<file path="config.mk">
export PLATFORM = sky130hd
export DESIGN_NAME = fir_sched_ctrl
export DESIGN_NICKNAME = d
export VERILOG_FILES = /design/src/rtl/fir_pkg.sv /design/src/rtl/fir_coef_bank.sv /design/src/rtl/fir_sched_ctrl.sv
export SDC_FILE = /design/constraint.sdc
export NUM_CORES = 1
export LEC_CHECK = 0
export ABC_AREA = 1
export CAP_MARGIN = 5
export CORE_MARGIN = 5
export CORE_UTILIZATION = 54
export DETAILED_ROUTE_END_ITERATION = 10
export PLACE_DENSITY_LB_ADDON = 0.2
export SLEW_MARGIN = 20
export SYNTH_ARGS = -nofsm -noshare
export SYNTH_HDL_FRONTEND = slang
export SYNTH_HIERARCHICAL = 1
export SYNTH_SLANG_ARGS = --single-unit
</file>
<file path="constraint.sdc">
create_clock -name clk -period 5.1 [get_ports clk]
set_input_delay 0.765 -clock clk [delete_from_list [all_inputs] [get_ports clk]]
set_output_delay 0.765 -clock clk [all_outputs]
set_load 0.1 [all_outputs]
</file>
<file path="src/rtl/fir_pkg.sv">
// Shared types and defaults for the FIR scheduling controller and its coefficient bank.
package fir_pkg;

  localparam int N_DEF      = 9;
  localparam int DATA_W_DEF = 16;
  localparam int COEF_W_DEF = 16;

  typedef enum logic [1:0] {
    INIT_FLUSH,
    RUN,
    FLUSH,
    SWAP
  } fir_state_e;

  // Largest positive coefficient of width w, i.e. gain ~1.0 in Q(w-1).
  function automatic logic [63:0] unity_coef(input int w);
    return (64'd1 << (w - 1)) - 64'd1;
  endfunction

  localparam logic [COEF_W_DEF-1:0] COEF_UNITY = COEF_W_DEF'(unity_coef(COEF_W_DEF));

endpackage

</file>
<file path="src/rtl/fir_coef_bank.sv">
// Active/shadow coefficient register pair: writes land in shadow, swap copies shadow to active.
module fir_coef_bank
  import fir_pkg::*;
#(
  parameter int N      = N_DEF,
  parameter int COEF_W = COEF_W_DEF
) (
  input  logic                     clk,
  input  logic                     rst,
  input  logic                     wr_en,
  input  logic [$clog2(N)-1:0]     wr_addr,
  input  logic signed [COEF_W-1:0] wr_data,
  input  logic                     swap,
  output logic signed [COEF_W-1:0] active [0:N-1]
);

  localparam logic signed [COEF_W-1:0] UNITY =
    (COEF_W == COEF_W_DEF) ? COEF_W'(COEF_UNITY) : COEF_W'(unity_coef(COEF_W));

  logic signed [COEF_W-1:0] shadow [0:N-1];

  // Reset wins over a same-cycle swap so an interrupted commit is abandoned.
  always_ff @(posedge clk) begin
    if (rst) begin
      for (int i = 0; i < N; i++) begin
        shadow[i] <= '0;
        active[i] <= (i == 0) ? UNITY : '0;
      end
    end else begin
      if (wr_en) begin
        shadow[wr_addr] <= wr_data;
      end
      if (swap) begin
        for (int i = 0; i < N; i++) begin
          active[i] <= shadow[i];
        end
      end
    end
  end

endmodule

</file>
<file path="src/rtl/fir_sched_ctrl.sv">
// Scheduler for a transposed FIR: feeds samples, flushes partial sums, and swaps
// coefficient banks without mixing old and new taps in any output.
module fir_sched_ctrl
  import fir_pkg::*;
#(
  parameter int N      = N_DEF,
  parameter int DATA_W = DATA_W_DEF,
  parameter int COEF_W = COEF_W_DEF
) (
  input  logic                     clk,
  input  logic                     rst,
  input  logic                     s_valid,
  output logic                     s_ready,
  input  logic signed [DATA_W-1:0] s_data,
  output logic signed [DATA_W-1:0] fir_x,
  output logic signed [COEF_W-1:0] fir_h [0:N-1],
  input  logic signed [DATA_W-1:0] fir_y,
  output logic                     m_valid,
  output logic signed [DATA_W-1:0] m_data,
  input  logic                     cw_en,
  input  logic [$clog2(N)-1:0]     cw_addr,
  input  logic signed [COEF_W-1:0] cw_data,
  input  logic                     commit,
  output logic                     busy,
  output logic                     cw_err,
  output fir_state_e               state_dbg
);

  localparam int AW = $clog2(N);
  localparam logic [AW-1:0] FLUSH_LAST = AW'(N - 2);

  fir_state_e    state;
  fir_state_e    state_next;
  logic [AW-1:0] flush_cnt;
  logic          flush_last;
  logic          accept;
  logic          wr_en;
  logic          swap;

  // Handshake: a sample transfers on any rising edge where s_valid && s_ready;
  // s_ready depends only on state. m_valid has no ready and is never stalled.
  assign accept     = s_valid && s_ready;
  assign fir_x      = accept ? s_data : '0;
  assign flush_last = (flush_cnt == FLUSH_LAST);
  assign wr_en      = cw_en && !busy && (32'(cw_addr) < N);
  assign m_data     = fir_y;
  assign state_dbg  = state;

  always_comb begin
    state_next = state;
    s_ready    = 1'b0;
    busy       = 1'b1;
    swap       = 1'b0;
    case (state)
      INIT_FLUSH: if (flush_last) state_next = RUN;
      RUN: begin
        s_ready = 1'b1;
        busy    = 1'b0;
        if (commit) state_next = FLUSH;
      end
      FLUSH: if (flush_last) state_next = SWAP;
      SWAP: begin
        swap       = 1'b1;
        state_next = RUN;
      end
      default: state_next = INIT_FLUSH;
    endcase
  end

  // The FIR advances every clock, so zero input for N-1 cycles empties it.
  always_ff @(posedge clk) begin
    if (rst) begin
      state     <= INIT_FLUSH;
      flush_cnt <= '0;
      m_valid   <= 1'b0;
      cw_err    <= 1'b0;
    end else begin
      state     <= state_next;
      m_valid   <= accept;
      cw_err    <= cw_en && !wr_en;
      if ((state == INIT_FLUSH || state == FLUSH) && !flush_last) begin
        flush_cnt <= flush_cnt + 1'b1;
      end else begin
        flush_cnt <= '0;
      end
    end
  end

  fir_coef_bank #(
    .N      (N),
    .COEF_W (COEF_W)
  ) u_bank (
    .clk     (clk),
    .rst     (rst),
    .wr_en   (wr_en),
    .wr_addr (cw_addr),
    .wr_data (cw_data),
    .swap    (swap),
    .active  (fir_h)
  );

endmodule
</file>
# Yosys cells after proc, flatten, opt, wreduce, memory -nomap -nowiden
# Memories as Yosys holds them, arrays and structs flattened. A register that Yosys moved wholly into a read port is not among the register bits.
# Cells that the tools add are included.
# op_classes
n_addsub,1
n_lt_le_gt_ge,1
n_eq_ne,7
mux,16
bitwise,1
reduce_logical,12
# ops
cell,count
$mux 16,2
$reduce_or 16->1,1
$mux 1,9
$pmux 2 s4,1
$mux 2,3
$ne 2x2->1 const B,3
$logic_and 1x1->1,5
$add 4x1->4 const B,1
$eq 2x2->1 const B,2
$eq 4x3->1 const B,1
$lt 4x4->1 const B,1
$mux 4,1
$reduce_and 3->1,1
$eq 2x1->1 const B,1
$logic_not 1->1,2
$logic_not 2->1,1
$reduce_or 2->1,1
$logic_or 1x1->1,1
$not 1->1,1
# word_totals
ff_bits,8
mem_bits_rw,144
input_bits,57
out_inout_bits,182
word_cells,43
mem_count,1
# memory_table
name,depth,word_bits,rd,rd_ports_with_merged_regs,write_ports,line,rtl
u_bank.shadow,9,16,9,9,9,fir_coef_bank.sv:20,logic signed [COEF_W-1:0] shadow [0:N-1];

# Depth between registers and ports, before layout
# logic_depth
ltp_word,8
depth_mapped,9
depth_no_buf,8

# Cells and area by module
# The synthesis kept the hierarchy.
# modules_own_cells
mod,instances,cells_per_inst,area_per_inst_um2,seq_area_each_um2
fir_coef_bank,1,970,10166.0,7206.9
fir_sched_ctrl,1,97,626.9,160.2

# Worst setup path before layout
# Ideal clock, no wire load.
# synth_path
kind,reg-to-output
startpoint,reg state[0] (netlist: state_dbg[0])
endpoint,out fir_x[10]
arrival_time_ns,3.831
setup_slack_ns,0.504
path_stages_with_launch,5
path_buffers,1
path_cell_list,dfxtp_1 -> ha_1 -> nand2_1 -> buf_2 -> nor2_1
# synth_via
elab_chain_len,4
# synth_rtl
item,line,rtl
"start, declared",fir_sched_ctrl.sv:32,fir_state_e state;
"start signal, assigned",fir_sched_ctrl.sv:78,state <= state_next;
$eq 2x1->1,fir_sched_ctrl.sv:54,case (state)
$mux 1,fir_sched_ctrl.sv:54,
net s_ready,fir_sched_ctrl.sv:13,"output logic s_ready,"
$logic_and 1x1->1,fir_sched_ctrl.sv:42,assign accept = s_valid && s_ready;
$mux 16,fir_sched_ctrl.sv:43,assign fir_x = accept ? s_data : '0;
"end, declared",fir_sched_ctrl.sv:15,"output logic signed [DATA_W-1:0] fir_x,"
# The timed path passes the listed nets, and every way through them passes these cells.

# Worst setup path in the final report
# layout_path
startpoint,reg state[1] (netlist: state_dbg[1])
endpoint,out fir_x[1]
# layout_via
elab_chain_len,4
# layout_rtl
item,line
$eq 2x1->1,fir_sched_ctrl.sv:54
$mux 1,fir_sched_ctrl.sv:54
$logic_and 1x1->1,fir_sched_ctrl.sv:42
$mux 16,fir_sched_ctrl.sv:43
# Every way passes these cells.

==> impl_results.md <==
* Synth-to-layout area growth at 26.7%
* Crit. path cell count at 5
* Worst rel slew slack at 29.3%
* Post-Syn Area at 10800 µm²
* Max-slew violations at 0
* Post-CTS Setup Repair Bufs at 0
* Cell row count at 51
* Worst VDD drop at approximately 0.23 mV
* DP Area at roughly 13000 µm²
* Lkg Pwr at roughly 0.0057 µW
* Ys flop type: dfxtp_1
* Crit path DAT at about 3 ns
* H-tree levels at 1
* 1st-pass router iterations at 5
* Filler cells at approximately 1500
* Clock period minus worst slack at between 3 and 4 ns
* Synth warn at 6
* Status: completed
* CTS tree: built
* Fmax at 0.266 GHz
* Vias at a little under 8000
* Worst Setup Start Kind: flop
* Setup_tns at 0 ns
* HP Start: flush_cnt[0]
* Routability cong. at 0.787
* Final hold violation count at 0
* First-pass GRT wire length at just over 40000 µm
* Syn Nets at between 1000 and 1500
* Slowest stage cell, crit path: clkdlybuf4s50_1
* Via density at 5.19
* Hold Crit Depth at 1
* Seq/Total Area, Yosys at 68.3%
* Crit path cell chain: inv_1 -> ha_1 -> nand2_1 -> nor2_1 -> clkdlybuf4s50_1
* Synth async-reset ratio at 0%
* GR Util All Layers at between 20% and 30%
* Yosys top cell area share at 40.1%
* Worst path required time at between 4 and 5 ns
* DRT antenna net count at 0
* Nets@finish at roughly 1300
* # resized after CTS at 0
* Post-synth top area cell: edfxtp_1
* Largest cells by area after synthesis: edfxtp_1 40%, dfxtp_1 28%, nor2_1 15%
* Vias in the first global route at around 7600
* DP HPWL at between 15000 and 20000 µm
* CP max FO at 17
* Slowest stage delay, CP at roughly 1.2 ns
* Reg2Reg Setup Slack at between 2 and 2.5 ns
* Die H at ~150 µm
* Initial antenna violation count at 0
* Die area at about 23000 µm²
* Final setup vio count at 0
* Seq cells post-synth at 296
* DR WL/cell at around 17 µm
* Port buffer count at 206
* Count leader, synth: nor2_1
* R2R Path Start: state_dbg[1]
* DRC at 0
* Ports at 239
* Layout cells sized above 1 at slightly below 5%
* Worst Reg-to-Reg Cells at 8
* Post-synth top cells: 430 x nor2_1, 152 x dfxtp_1, 144 x edfxtp_1, 130 x o21ai_0, 48 x nand2_1
* Measured slew at the worst slew-check pin at ~1.1 ns
* RSZ-0062 raised after global routing: false
* Netlist cell types at 25
* CP Launch Point: state_dbg[1]
* CTS Sinks at 296
* Crit path capture type: output port
* Congestion Overflow GR at 0
* Critical path's top delay family: buffers and inverters
* Crit Path Class: flop to output port
* Clk pin slew, worst setup/hold paths at 0.06 ns
* Clock Skew at about 0.014 ns
* Post-CTS Hold Buffers at 0
* Worst-skew pair later-pin latency at about 0.53 ns
* Finished Cell Area at roughly 14000 µm²
* Power Density at ~370 nW/µm²
* Period utilisation layout at roughly three quarters
* Max_cap viols at 0
* Hold Crit Class: flop to flop
* Number of synthesized flops with an enable pin at about 140
* Antenna Cells at 0
* Buf/Inv on CP at 2
* Num CTS Buffers at 29
* WL final at 26400 µm
* Syn_area_per_cell at 10.1 µm²
* Die width at about 150 µm
* Detailed Route Iter0 Violations at between 500 and 600
* Post-Syn Instances at ~1100
* Core area at 19600 µm²
* Root Driver: clkbuf_16
* Clock buffer depth at 3
* Initial Util at 55.1%
* Largest net degree at the start of global routing at 126
==> sequential cells by signal, indices dropped and copies added (netlist names) <==
name,cells
u_bank/active,144
u_bank/shadow,144
flush_cnt,4
state_dbg,2
cw_err,1
m_valid,1
==> cell usage in the layout, fill, tap and decap left out, drive strengths merged <==
cell           netlist  layout
inv                 32      32
buf                 47       5
clkdlybuf4s50        0     206
ha                   5       5
a21boi               1       1
clkbuf              26      40
dfxtp              152     152
clkinv              16      26
edfxtp             144     144
o21ai              130     130
a21oi                2       2
or2                  1       1
xor2                 1       1
nand2               48      48
clkinvlp             0       2
nand3b               1       1
bufinv               0       1
xnor2                1       1
nor2               433     433
nand3               27      27
==> stage by stage <==
step           hold WS (ns)  utilization, %  power [µW]  std cells  setup WS [ns]
2_1_floorplan         0.418               -        2980       1067          0.504
3_3_place_gp          0.427            65.1        3060       1469           1.46
3_5_place_dp          0.434            65.1        3060       1469           1.43
4_1_cts               0.448            69.6        5030       1522           1.30
5_1_grt               0.475            69.8        5150       1523           1.14
6_report              0.444            69.8        4990       1523           1.34
==> final timing paths <==
kind                                            end
worst max-delay path                       fir_x[1]
worst min-delay path                   flush_cnt[0]
worst max register to register  u_bank/shadow[3][2]
worst min register to register         flush_cnt[0]
==> where the power goes <==
part	total (µW)	internal, µW	switching (µW)
Clock	1980	1140	841
Combinational	444	100	343
Sequential	2570	2540	26.3
Total	4990	3780	1210
==> layout make-up <==
class | instances | area, µm² | share of cell area, %
Multi-Input combinational cell | 650 | 2780 | 20.3
Inverter | 48 | 185 | 1.35
Tap cell | 265 | 332 | 2.43
Timing Repair Buffer | 211 | 2120 | 15.5
Sequential cell | 296 | 7370 | 53.9
Clock buffer | 40 | 797 | 5.83
Clock inverter | 13 | 92.6 | 0.677
==> worst register-to-register path, delay by kind of cell (launching register included) <==
kind                     cells  cell delay, ns
AND/OR/NAND/NOR              5            1.54
flip-flops                   1            0.39
adder cells (fa/ha/maj)      1            0.26
buffers and inverters        2            0.19
==> cell families (layout without fill, tap and decap cells) <==
group / after synthesis / count (layout) / synth area share [%]
buf+inv: 121 / 312 / 6.12
fa+ha+maj: 5 / 5 / 0.580
simple gates: 510 / 510 / 18.7
flops: 296 / 296 / 68.3
xor+xnor: 2 / 2 / 0.162
compound gates: 133 / 133 / 6.19
==> layer usage <==
layer / routed length [µm] / global-route usage, % / part of all wire, %
met1: 10900 / 30.4 / 41
met2: 12400 / 37.0 / 47
met3: 2470 / 5.60 / 9.3
met4: 684 / 6.53 / 2.6
met5: 0 / 0 / 0
No activity file was read; power rests on OpenSTA's default activity.
